`src/rtl/uart_pkg.sv`:
```
// uart_pkg: shared types and helpers for the UART blocks.
//   tx_state_t   - transmitter FSM state encoding (ERR is an all-X don't-care
//                  used as the default next state for unreachable encodings)
//   DATA_BITS    - payload bits per frame
//   baud_cycles  - clocks per serial bit for a given clock and baud rate
package uart_pkg;

  typedef enum logic [2:0] {
    IDLE       = 3'd0,
    START      = 3'd1,
    BITS       = 3'd2,
    PARITY_BIT = 3'd3,
    STOP       = 3'd4,
    ACK        = 3'd5
  } tx_state_t;

  localparam tx_state_t ERR = tx_state_t'(3'bxxx);

  localparam int DATA_BITS = 8;

  function automatic int baud_cycles(input int clk_hz, input int baud);
    return clk_hz / baud;
  endfunction

endpackage

```
`src/rtl/uart_tx_baud_counter.sv`:
```
// baud_counter: mod-N counter that paces serial bit periods.
//   clk, reset - system clock, synchronous active-high reset
//   clr        - restart the count from zero on the next edge
//   done       - high during the terminal count (MOD_VALUE-1)
// Shared between the transmitter and the receiver.
module baud_counter #(
  parameter int MOD_VALUE = 10
) (
  input  logic clk,
  input  logic reset,
  input  logic clr,
  output logic done
);

  localparam int CNT_W = (MOD_VALUE > 1) ? $clog2(MOD_VALUE) : 1;
  localparam logic [CNT_W-1:0] LAST = CNT_W'(MOD_VALUE - 1);

  logic [CNT_W-1:0] count;

  assign done = (count == LAST);

  always_ff @(posedge clk) begin
    if (reset || clr || done) begin
      count <= '0;
    end else begin
      count <= count + 1'b1;
    end
  end

endmodule

```
`src/rtl/uart_tx.sv`:
```
// uart_tx: one asynchronous serial frame per debounced button press.
//   clk, reset - system clock, synchronous active-high reset
//   send       - debounced request level; a new frame needs send to drop first
//   din        - byte to transmit, captured only when a frame starts
//   tx_out     - registered serial line, idle-high
//   busy       - high from frame start until the FSM is back in IDLE
// Frame: start, 8 data bits LSB first, [parity], stop.
// Build option: define UART_TX_PARITY_EN to insert a parity bit
// (PARITY = 1 odd, 0 even); without it the frame is 8N1.
module uart_tx
  import uart_pkg::*;
#(
  parameter int CLK_FREQUENCY = 100_000_000,
  parameter int BAUD_RATE     = 19_200,
  parameter int PARITY        = 1
) (
  input  logic       clk,
  input  logic       reset,
  input  logic       send,
  input  logic [7:0] din,
  output logic       tx_out,
  output logic       busy
);

  localparam int BAUD_CYCLES = baud_cycles(CLK_FREQUENCY, BAUD_RATE);
  localparam int BIT_CNT_W   = $clog2(DATA_BITS);
  localparam logic [BIT_CNT_W-1:0] LAST_BIT = BIT_CNT_W'(DATA_BITS - 1);

  if (BAUD_CYCLES < 2 || (PARITY != 0 && PARITY != 1)) begin : g_bad_cfg
    $error("uart_tx: BAUD_CYCLES must be >= 2 and PARITY must be 0 or 1");
  end

  tx_state_t            state, next_state;
  logic [DATA_BITS-1:0] shift_reg, shift_next;
  logic [BIT_CNT_W-1:0] bit_cnt, bit_cnt_next;
  logic                 tx_next, busy_next;
  logic                 baud_done, baud_clr;
`ifdef UART_TX_PARITY_EN
  logic                 parity_reg, parity_next;
`endif

  baud_counter #(
    .MOD_VALUE(BAUD_CYCLES)
  ) u_baud (
    .clk  (clk),
    .reset(reset),
    .clr  (baud_clr),
    .done (baud_done)
  );

  always_comb begin
    next_state   = state;
    shift_next   = shift_reg;
    bit_cnt_next = bit_cnt;
`ifdef UART_TX_PARITY_EN
    parity_next  = parity_reg;
`endif
    case (state)
      IDLE: begin
        if (send) begin
          next_state   = START;
          shift_next   = din;
          bit_cnt_next = '0;
`ifdef UART_TX_PARITY_EN
          parity_next  = (PARITY == 1) ? ~^din : ^din;
`endif
        end
      end
      START: if (baud_done) next_state = BITS;
      BITS: begin
        if (baud_done) begin
          shift_next = {1'b0, shift_reg[DATA_BITS-1:1]};
          if (bit_cnt == LAST_BIT) begin
            bit_cnt_next = '0;
`ifdef UART_TX_PARITY_EN
            next_state   = PARITY_BIT;
`else
            next_state   = STOP;
`endif
          end else begin
            bit_cnt_next = bit_cnt + 1'b1;
          end
        end
      end
`ifdef UART_TX_PARITY_EN
      PARITY_BIT: if (baud_done) next_state = STOP;
`endif
      STOP: if (baud_done) next_state = ACK;
      ACK:  if (!send) next_state = IDLE;
      default: next_state = ERR;
    endcase

    // Every state change restarts the bit period from zero.
    baud_clr = (next_state != state);

    // Outputs decoded from the next state so the line register changes on
    // the same edge that the FSM enters a state.
    case (next_state)
      START: tx_next = 1'b0;
      BITS:  tx_next = shift_next[0];
`ifdef UART_TX_PARITY_EN
      PARITY_BIT: tx_next = parity_next;
`endif
      default: tx_next = 1'b1;
    endcase
    busy_next = (next_state != IDLE);
  end

  always_ff @(posedge clk) begin
    if (reset) begin
      state      <= IDLE;
      shift_reg  <= '0;
      bit_cnt    <= '0;
      tx_out     <= 1'b1;
      busy       <= 1'b0;
`ifdef UART_TX_PARITY_EN
      parity_reg <= 1'b0;
`endif
    end else begin
      state      <= next_state;
      shift_reg  <= shift_next;
      bit_cnt    <= bit_cnt_next;
      tx_out     <= tx_next;
      busy       <= busy_next;
`ifdef UART_TX_PARITY_EN
      parity_reg <= parity_next;
`endif
    end
  end

endmodule

```
`config.mk`:
```
export PLATFORM = sky130hd
export DESIGN_NAME = uart_tx
export DESIGN_NICKNAME = d
export VERILOG_FILES = /design/src/rtl/uart_pkg.sv /design/src/rtl/uart_tx_baud_counter.sv /design/src/rtl/uart_tx.sv
export SDC_FILE = /design/constraint.sdc
export NUM_CORES = 1
export LEC_CHECK = 0
export ABC_AREA = 0
export BUFFER_PORTS_ARGS = -buffer_cell sky130_fd_sc_hd__clkbuf_2
export CAP_MARGIN = 25
export CORE_ASPECT_RATIO = 1.1
export CORE_MARGIN = 2
export CORE_UTILIZATION = 40
export CTS_CLUSTER_SIZE = 28
export DETAILED_ROUTE_END_ITERATION = 10
export GPL_ROUTABILITY_DRIVEN = 1
export HOLD_SLACK_MARGIN = 0.02
export PLACE_DENSITY = 0.68
export SYNTH_ARGS = -nofsm -noshare
export SYNTH_HDL_FRONTEND = slang
export SYNTH_SLANG_ARGS = --single-unit
```
`constraint.sdc`:
```
create_clock -name clk -period 1.9 [get_ports clk]
set_input_delay 0.57 -clock clk [delete_from_list [all_inputs] [get_ports clk]]
set_output_delay 0.57 -clock clk [all_outputs]
set_load 0.1 [all_outputs]
```
Word level (Yosys, flattened, before mapping)
Cells that the tools add are included.
Cells by class
  muxes and demuxes: 15
  equality and inequality tests: 11
  $add $sub $neg: 2
  reduce and logical (&&, ||, !) cells: 6
Operators by type and width (number)
  two-way mux 3 bit: 9
  two-way mux 8 bit: 2
  one-hot mux 8 bit (2 select lines): 1
  one-hot mux 3 bit (5 select lines): 1
  adder 13 x 1 -> 13 bit (second input constant): 1
  == test 13 bit (second input constant): 1
  == test 3 bit (second input constant): 3
  == test 3 x 1 -> 1 bit (second input constant): 2
  == test 3 x 2 -> 1 bit (second input constant): 2
  one-hot mux 3 bit (2 select lines): 1
  adder 3 x 1 -> 3 bit (second input constant): 1
  zero test 3 bit: 1
  != test 3 bit: 1
  AND reduction 3 bit: 1
  nonzero test 3 bit: 1
  logical OR 1 bit: 2
  != test 2 x 1 -> 1 bit (second input constant): 1
  != test 2 bit (second input constant): 1
  one-hot mux 1 bit (2 select lines): 1
  nonzero test 2 bit: 1
Word-level totals
  register bits after elaboration: 29
  output and inout port bits: 2

Longest topological paths before layout
Gate-level depths: netlist of the first run.
  depth in word-level cells: 7
  gate-level depth with buffers: 7

Hierarchy
From an unflattened synthesis of the first run, not the netlist that was laid out.
Second synthesis, totals
  cell total of the unflattened synthesis: 167
  area total of the unflattened synthesis: 1526.5 um^2
Modules (own cells, without submodules)
  uart_tx: instances 1, cells each 94, area each 808.3 um^2
  baud_counter: instances 1, cells each 73, area each 718.2 um^2

Worst setup path before layout of the first run
OpenSTA, ideal clock, no wires.
  path kind: register to register
  start: register u_baud.count[8]
  end: register bit_cnt[0]
  clock period less this slack: 2.002 ns
  buffers on the path: 0
  slack: -0.102 ns
  required time: 1.830 ns
  arrival time: 1.932 ns
  cell stages (with the launch flop): 6
  path through: dfxtp_1 -> or4b_4 -> nor4_4 -> nor2_2 -> or4_1 -> a21oi_1
On the way
  word-level cells in the longest chain between the ends: 3
RTL lines
  from (decl): RTL line uart_tx_baud_counter.sv:18  | logic [CNT_W-1:0] count;
  from (signal assigned): RTL line uart_tx_baud_counter.sv:26  | count <= count + 1'b1;
  == test 13 bit: RTL line uart_tx_baud_counter.sv:20  | assign done = (count == LAST);
  != test 2 x 1 -> 1 bit (no source line)
  AND reduction 3 bit (no source line)
  to (signal assigned): RTL line uart_tx.sv:122  | bit_cnt <= bit_cnt_next;
  to (decl): RTL line uart_tx.sv:35  | logic [BIT_CNT_W-1:0] bit_cnt, bit_cnt_next;
No other way between the ends.
A chain may end at the register's enable or synchronous reset.

Worst setup path in the final report of the first run
  start: register u_baud.count[9]
  end: register bit_cnt[0]
The elaborated chain is that of the path after synthesis.

==> reports/metrics.cfg, run 1 <==
[placement]
dpl_cell_area_sq_um = 1610
hpwl_um = 2140
port_buffers = 12
place.gp.congestion = 0.780
place_ws_ps = 69.2
dpl.cell_count = 230

[pwr]
power.switching_uw = 313
switching_share = 0.276
clockPowerShare = 0.317
leakagePower_nw = 0.639
powerDensity_nw_per_um2 = 681
power_frac_seq = 0.563
p_int_uw = 819
combPwrFrac = 0.120
irDropWorstVdd_mv = 0.355

[global_route]
grt_pass1_wl_um = 5180
grt_overflow_total = 0
antenna_found_initial = 0
first_global_vias = 1210
gr-usage-all-layers = 0.178
grt_max_degree = 15

[job]
drv_cap = 0

[clock_network]
clock_sinks = 29
clk_pin_slew_ps = 90
cts_hold_buf = 0
cts_buffers = 5
clk_path_buf_depth = 2
postCtsSetupBuffers = 0
clk_latency_ps = 330
cts_root_buf = clkbuf_4
cts_tree = done
cts_resized = 0
htree_levels = 2

[floorplan]
row_count = 22
fp.dieH_um = 66.1
core_sq_um = 3330
ios = 13
initial_core_util = 0.420
dieArea_sq_um = 3990
die_x_um = 60.4

[critical_path]
max_stage_delay_ps = 550
cp_data_required_time_ps = 2170
reg2reg_depth = 5
slowest_stage = or4b_4
crit_family = simple AND/OR/NAND/NOR gates
crit_chain = or4b_4 -> nor4_4 -> nor2_2 -> or4_1 -> a21oi_1
cp_data_arrival_time_ps = 2050
start_kind = flip-flop
end_kind = flip-flop
worst-path-buf-inv = 0
crit_type = reg -> reg
cp_num_cells = 5
critPathMaxFanout = 5

[timing]
worstMarginPinSlew_ps = 540
post-route-min-period_ps = 1780
fmax_mhz = 561
rsz0062_at_grt = false
fin_tns_setup_ps = 0
slew_headroom = 0.641
hold_violations = 0
clock_skew_ps = 14.5
finalWorstSetupSlack_ps = 118
slew_violations = 0
setup-violations-final = 0
finalCritPeriodShare = 0.938

[logic_synthesis]
syn-num-nets = 178
yosysWarnings = 0
yosys.area.top_type_share = 0.415
ys.flop_type = dfxtp_1
synth_edf_count = 0
synth.distinct_cells = 39
syn_area_per_cell_sq_um = 8.54
ys_seq_area_frac = 0.415
synth-seq-cells = 29
syn_inst = 164
yosys.area.top_type = dfxtp_1
synth_area_leaders = dfxtp_1 (41%), nor2_1 (5.9%), xnor2_1 (4.4%)
async_flop_share = 0
syn-cell-area_sq_um = 1400

[final_layout]
final_nets = 203
insertedDiodeCount = 0
largest_reg_flops = 13
stdcell_area_sq_um = 1660
area.growth.synth_to_final_pct = 18.6
stdcell_count = 238
n_fill_cell = 332
drive_above_1_share = 0.216

[status]
status = finished clean

[drt]
first_pass_iters = 4
wl_per_cell_um = 12.2
routed_wl_um = 2910
drc = 0
ant_nets = 0
drtIter0Drc = 58
via_per_inst = 5.30
vias = 1261

[hold_path]
holdCritPathClass = reg -> reg
hold_depth = 2

[power groups by stage]
| stage | clock, mW | sequential [mW] | combinational (mW) |
|---|---|---|---|
| after floorplan | 0 | 0.675 | 0.0707 |
| after global placement | 0 | 0.651 | 0.131 |
| after detailed placement | 0 | 0.651 | 0.135 |
| after CTS | 0.381 | 0.637 | 0.136 |
| after global routing | 0.402 | 0.640 | 0.149 |
| final | 0.359 | 0.637 | 0.135 |
[cell type report]
cell class              instances  area, sq um  area share
clock buffers                   6         41.3      0.0249
clock inverters                 2         10.0     0.00603
inverters                       3         11.3     0.00678
multi-input cells             123          783       0.472
flip-flops and latches         29          582       0.350
well taps                      48         60.1      0.0362
repair buffers                 27          173       0.104
[path summary, 6_finish.rpt]
kind,start,to,slack (ps)
min reg2reg,shift_reg[3],shift_reg[3],470
max reg2reg,u_baud.count[9],bit_cnt[0],120
min,shift_reg[3],shift_reg[3],470
max,u_baud.count[9],bit_cnt[0],120
[Yosys cell counts, drive strengths merged, types with 2 or more instances]
cell type  count
dfxtp         29
nor2          23
nand2         15
a21oi         11
nand3         10
clkbuf         8
a22oi          7
xnor2          7
nand4          6
xor2           5
and3           4
nand2b         4
a31oi          3
ha             3
inv            3
nor2b          2
nor3           2
nor4b          2
or3b           2
[through the flow]
| step | util | hold WS [ps] | power (mW) |
|---|---|---|---|
| 2_1_floorplan | - | 430 | 0.745 |
| 3_3_place_gp | 0.483 | 443 | 0.782 |
| 3_5_place_dp | 0.483 | 446 | 0.786 |
| 4_1_cts | 0.498 | 445 | 1.15 |
| 5_1_grt | 0.498 | 445 | 1.19 |
| 6_report | 0.498 | 466 | 1.13 |
[kinds of logic (layout without fill, tap and decap cells)]
family          Yosys count  count (layout)  share of synthesized area
xor+xnor                 12              12                     0.0751
simple gates             79              79                      0.312
fa+ha+maj                 3               3                     0.0268
buf+inv                  12              38                     0.0322
compound gates           29              29                      0.139
flops                    29              29                      0.415
[layout by cell type, fill, tap and decap left out, types with 2 or more instances in the layout]
cell type and count:
nand4_1 6, dfxtp_1 28, inv_1 3, nor2b_1 2, a31oi_1 3, clkinv_2 2, nor3_1 2, nor2_1 22
and3_1 4, clkbuf_2 12, nand2_1 15, xor2_1 5, a22oi_1 7, xnor2_1 7, buf_4 15, ha_1 3
a21oi_1 11, clkbuf_4 5, nand2b_1 4, nand3_1 10
[layer usage]
layer,vias up,global-route usage,wire length [um]
met5,-,0,0
met4,0,0.0978,71
met3,6,0.0548,144
met2,27,0.295,1380
met1,589,0.199,1310
li1,639,-,-
[tightest hold or removal path, delay by kind of cell (launching register included)]
kind	cells	cell delay, ps
AND/OR/NAND/NOR	1	50
AO/OA/AOI/OAI	1	50
flip-flops	1	320
Power figures use the tool's default switching activity.
==> run 2, diff against run 1 <==
CTS_BUF_LIST = sky130_fd_sc_hd__clkbuf_8   (was default)
PLACE_DENSITY = 0.69   (was 0.68)
==> run 2 against run 1 <==
Setup slack improved by 9.6 ps. Combinational power hardly changed. Highest routed layer unchanged. Largest cell class unchanged. Utilization is 1.0 points higher.
==> reports/metrics.cfg, run 2 (same netlist as run 1, synthesis figures left out) <==
[timing]
finalWorstSetupSlack_ps = 128  ; +9.60 ps
finalCritPeriodShare = 0.933  ; -0.00505
hold_violations = 0  ; unchanged
slew_violations = 0  ; unchanged
fin_hold_ws_ps = 458  ; -8.53 ps
setup-violations-final = 0  ; unchanged
rsz0062_at_grt = false
post-route-min-period_ps = 1770  ; -9.60 ps
clock_skew_ps = 6.73  ; -7.72 ps
fin_tns_setup_ps = 0  ; unchanged
worstMarginPinSlew_ps = 538  ; -2.58 ps
slew_headroom = 0.643  ; +0.00171
fmax_mhz = 564  ; +0.54%

[critical_path]
critPathMaxFanout = 5  ; unchanged
cp_data_required_time_ps = 2120  ; -50 ps
reg2reg_depth = 5  ; unchanged
crit_type = reg -> reg
end_kind = flip-flop
cp_data_arrival_time_ps = 2000  ; -50 ps
start_kind = flip-flop

[final_layout]
multi_input_area_sq_um = 783  ; unchanged
area.growth.synth_to_final_pct = 21.0
n_fill_cell = 332  ; unchanged
final_common_cell = dfxtp_1
largest_reg_flops = 13  ; unchanged
stdcell_count = 238  ; unchanged
regArea_sq_um = 581  ; -0.22%
insertedDiodeCount = 0  ; unchanged
final_nets = 203  ; unchanged
drive_above_1_share = 0.216  ; unchanged
layout_common_cells = dfxtp_1 (29), nor2_1 (22), nand2_1 (15), buf_4 (15), clkbuf_2 (12)

[pwr]
irDropWorstVdd_mv = 0.527  ; +48%
power.switching_uw = 334  ; +6.8%
combPwrFrac = 0.106  ; -0.014
power_frac_seq = 0.504  ; -0.059
powerDensity_nw_per_um2 = 746  ; +9.5%
power_mw = 1.26  ; +12%
switching_share = 0.264  ; -0.0124
leakagePower_nw = 0.651  ; +1.8%
clockPowerShare = 0.390  ; +0.073
p_int_uw = 930  ; +14%

[global_route]
grt.busiest_layer = met2
antenna_found_initial = 0  ; unchanged
grt_overflow_total = 0  ; unchanged
first_global_vias = 1217  ; +0.58%
grt_use_met1 = 0.199  ; -0.000476
use_met3 = 0.0528  ; -0.00196
gr-usage-all-layers = 0.169  ; -0.00927
grt_max_degree = 15  ; unchanged
use_met2 = 0.262  ; -0.0326
grt_pass1_wl_um = 5010  ; -3.3%

[clock_network]
clk_path_buf_depth = 2  ; unchanged
postCtsSetupBuffers = 0  ; unchanged
cts_hold_buf = 0  ; unchanged
clk_latency_ps = 290  ; -40 ps
cts_resized = 0  ; unchanged
clock_sinks = 29  ; unchanged
cts_tree = done
cts_buffers = 5  ; unchanged
htree_levels = 2  ; unchanged
cts_root_buf = clkbuf_8
clk_pin_slew_ps = 70  ; -20 ps

[drt]
first_pass_iters = 4  ; unchanged
via_per_inst = 5.28  ; -0.40%
vias = 1256  ; -0.40%
routed_wl_um = 2840  ; -2.4%
drtIter0Drc = 33  ; -43%
ant_nets = 0  ; unchanged
drc = 0  ; unchanged
wl_per_cell_um = 11.9  ; -2.4%

[placement]
dpl.cell_count = 230  ; unchanged
port_buffers = 12  ; unchanged
place.gp.congestion = 0.886  ; +14%
place_ws_ps = 19.5  ; -49.7 ps
hpwl_um = 2090  ; -2.5%

[floorplan]
fp.dieH_um = 66.1  ; unchanged
row_count = 22  ; unchanged
core_sq_um = 3330  ; unchanged
die_x_um = 60.4  ; unchanged
dieArea_sq_um = 3990  ; unchanged
initial_core_util = 0.420  ; unchanged
ios = 13  ; unchanged

[status]
status = finished clean

[job]
drv_cap = 0  ; unchanged

[hold_path]
hold_depth = 2  ; unchanged
holdCritPathClass = reg -> reg

## run 2: through the flow
| stage | area, sq um | utilization |
|---|---|---|
| floorplan | 1410 | - |
| global placement | 1610 | 0.483 |
| detailed placement | 1610 | 0.483 |
| CTS | 1690 | 0.509 |
| global route | 1690 | 0.509 |
| finish | 1690 | 0.509 |
## run 2: power by group through the flow
stage	logic, mW	clock network (mW)	registers, mW
final	0.134	0.493	0.638
after global routing	0.148	0.534	0.640
after CTS	0.134	0.507	0.638
after detailed placement	0.133	0	0.652
after global placement	0.130	0	0.651
after floorplan	0.0707	0	0.675
## run 2: final cells by class
| class | count | area share |
|---|---|---|
| clock buffer | 5 | 0.0406 |
| tap | 48 | 0.0355 |
| clock inverter | 3 | 0.0103 |
| inverter | 3 | 0.00665 |
| timing repair buffer | 27 | 0.102 |
| multi-input combinational | 123 | 0.462 |
| sequential | 29 | 0.343 |
## run 2: routing by layer
metal | wire [um] | part of all wire
met1 | 1320 | 0.47
met3 | 85 | 0.030
met2 | 1330 | 0.47
met4 | 101 | 0.036
met5 | 0 | 0
## run 2: critical path, cell delays in order (launching register included)
cell	delay, ps
dfxtp_1	410
or4b_4	510
nor4_4	190
nor2_2	60
or4_1	400
a21oi_1	150
## run 2: path summary, 6_finish.rpt
check                   start            to  slack, ps
max reg2reg  u_baud.count[10]    bit_cnt[0]        130
min              shift_reg[2]  shift_reg[2]        460
max          u_baud.count[10]    bit_cnt[0]        130
min reg2reg      shift_reg[2]  shift_reg[2]        460
==> run 3, diff against run 2 <==
CORE_ASPECT_RATIO = 1.75   (was 1.1)
==> run 3 against run 2 <==
First-iteration DRC count up 3.0%. Die area up 0.45%. Sequential cell count unchanged. Via count up 0.64%. Non-clock buffer count unchanged. Combinational power about the same. Count of clock-buffer cells in the layout up 2. Register-to-register slack worse by 50 ps.
==> reports/metrics.cfg, run 3 (same netlist as run 1, synthesis figures left out) <==
[drt]
ant_nets = 0  ; unchanged
wl_per_cell_um = 12.9  ; +8.0%
routed_wl_um = 3030  ; +6.7%
first_pass_iters = 4  ; unchanged
drc = 0  ; unchanged
via_per_inst = 5.38  ; +1.9%
drtIter0Drc = 34  ; +3.0%
vias = 1264  ; +0.64%

[clock_network]
cts_tree = done
clock_sinks = 29  ; unchanged
cts_buffers = 5  ; unchanged
cts_hold_buf = 0  ; unchanged
postCtsSetupBuffers = 0  ; unchanged
clk_pin_slew_ps = 60  ; about the same
htree_levels = 2  ; unchanged
clk_latency_ps = 280  ; about the same
cts_root_buf = clkbuf_8
clk_path_buf_depth = 2  ; unchanged
cts_resized = 0  ; unchanged

[global_route]
gr-usage-all-layers = 0.169  ; +0.000446
antenna_found_initial = 0  ; unchanged
grt_pass1_wl_um = 5290  ; +5.5%
grt_overflow_total = 0  ; unchanged
first_global_vias = 1309  ; +7.6%
grt_max_degree = 16  ; +1

[final_layout]
layout_common_cells = dfxtp_1 (28), nor2_1 (22), nand2_1 (15), buf_4 (15), clkbuf_2 (12)
area.growth.synth_to_final_pct = 22.3
largest_reg_flops = 13  ; unchanged
insertedDiodeCount = 0  ; unchanged
n_fill_cell = 340  ; +2.4%
drive_above_1_share = 0.226  ; +0.0105
final_nets = 203  ; unchanged
final_common_cell = dfxtp_1
multi_input_area_sq_um = 790  ; +0.80%
post-route-util = 0.509  ; +0.000661
regArea_sq_um = 582  ; +0.22%
stdcell_count = 235  ; -1.3%

[timing]
worstMarginPinSlew_ps = 538  ; +0.894 ps
fin_tns_setup_ps = 0  ; unchanged
rsz0062_at_grt = false
slew_violations = 0  ; unchanged
hold_violations = 0  ; unchanged
setup-violations-final = 0  ; unchanged
clock_skew_ps = 4.63  ; -2.10 ps
slew_headroom = 0.643  ; about the same
fmax_mhz = 549  ; -2.7%
post-route-min-period_ps = 1820  ; +49.6 ps
finalWorstSetupSlack_ps = 78.0  ; -49.6 ps
finalCritPeriodShare = 0.959  ; +0.0261

[critical_path]
reg2reg_from = u_baud.count[5]
cp_data_required_time_ps = 2070  ; -50 ps
critPathMaxFanout = 6  ; +1
cp-startpoint = u_baud.count[5]
end_kind = flip-flop
cp_data_arrival_time_ps = 1990  ; about the same
crit_type = reg -> reg
start_kind = flip-flop

[floorplan]
core_sq_um = 3360  ; +0.98%
ios = 13  ; unchanged
row_count = 28  ; +27%
die_x_um = 48.7  ; -19%
initial_core_util = 0.416  ; -0.00407
dieArea_sq_um = 4010  ; +0.45%
fp.dieH_um = 82.3  ; +25%

[hold_path]
hold_start = shift_reg[5]
holdCritPathClass = reg -> reg

[status]
status = finished clean

[placement]
port_buffers = 12  ; unchanged
dpl.cell_count = 227  ; -1.3%
hpwl_um = 2290  ; +9.3%
place.gp.congestion = 0.921  ; +4.0%
place_ws_ps = -21.2  ; -40.7 ps

[pwr]
leakagePower_nw = 0.662  ; +1.8%
power_mw = 1.33  ; +5.2%
powerDensity_nw_per_um2 = 776  ; +4.0%
irDropWorstVdd_mv = 0.526  ; -0.23%

[job]
drv_cap = 0  ; unchanged

-- run 3: cell types whose count changed in the layout (fill, tap and decap cells not counted), sizes merged --
cell / change
clkinv: -1
clkinvlp: -1
clkbuf: +2
-- run 3: worst max-delay path, cell delays in order (launching register included) --
cell       delay [ps]
dfxtp_1           360
nor4bb_2          430
buf_4             180
nand3_1            90
o32a_1            400
a21oi_1           170
a2bb2oi_1          80
-- run 3: path summary, 6_finish.rpt --
path,endpoint,slack [ps],depth (start not counted)
hold / removal,shift_reg[5],460,2
setup / recovery,tx_out,80,6
hold reg to reg,shift_reg[5],460,2
setup reg to reg,tx_out,80,6
-- run 3: final cells by class --
type	count	area share
sequential	29	0.340
multi-input combinational	123	0.461
inverter	3	0.00657
tap	45	0.0329
clock buffer	7	0.0562
clock inverter	1	0.00292
timing repair buffer	27	0.101
-- run 3: where the power goes --
group	switching [mW]	total [mW]	internal, mW
registers	0.0112	0.639	0.628
logic	0.0833	0.133	0.0495
clock network	0.231	0.558	0.327
total	0.325	1.33	1.00
-- run 3: layer usage --
metal  vias to the layer above  GRT usage  share of wire
li1                        636          -              -
met1                       589      0.164           0.38
met2                        29      0.321           0.54
met3                        10     0.0396          0.037
met4                         0      0.106          0.038
met5                         -          0              0
-- run 3: per-stage QoR --
step | hold WS [ps] | instance area (sq um)
6_report | 459 | 1710
5_1_grt | 489 | 1710
4_1_cts | 459 | 1710
3_5_place_dp | 450 | 1600
3_3_place_gp | 444 | 1600
2_1_floorplan | 430 | 1410
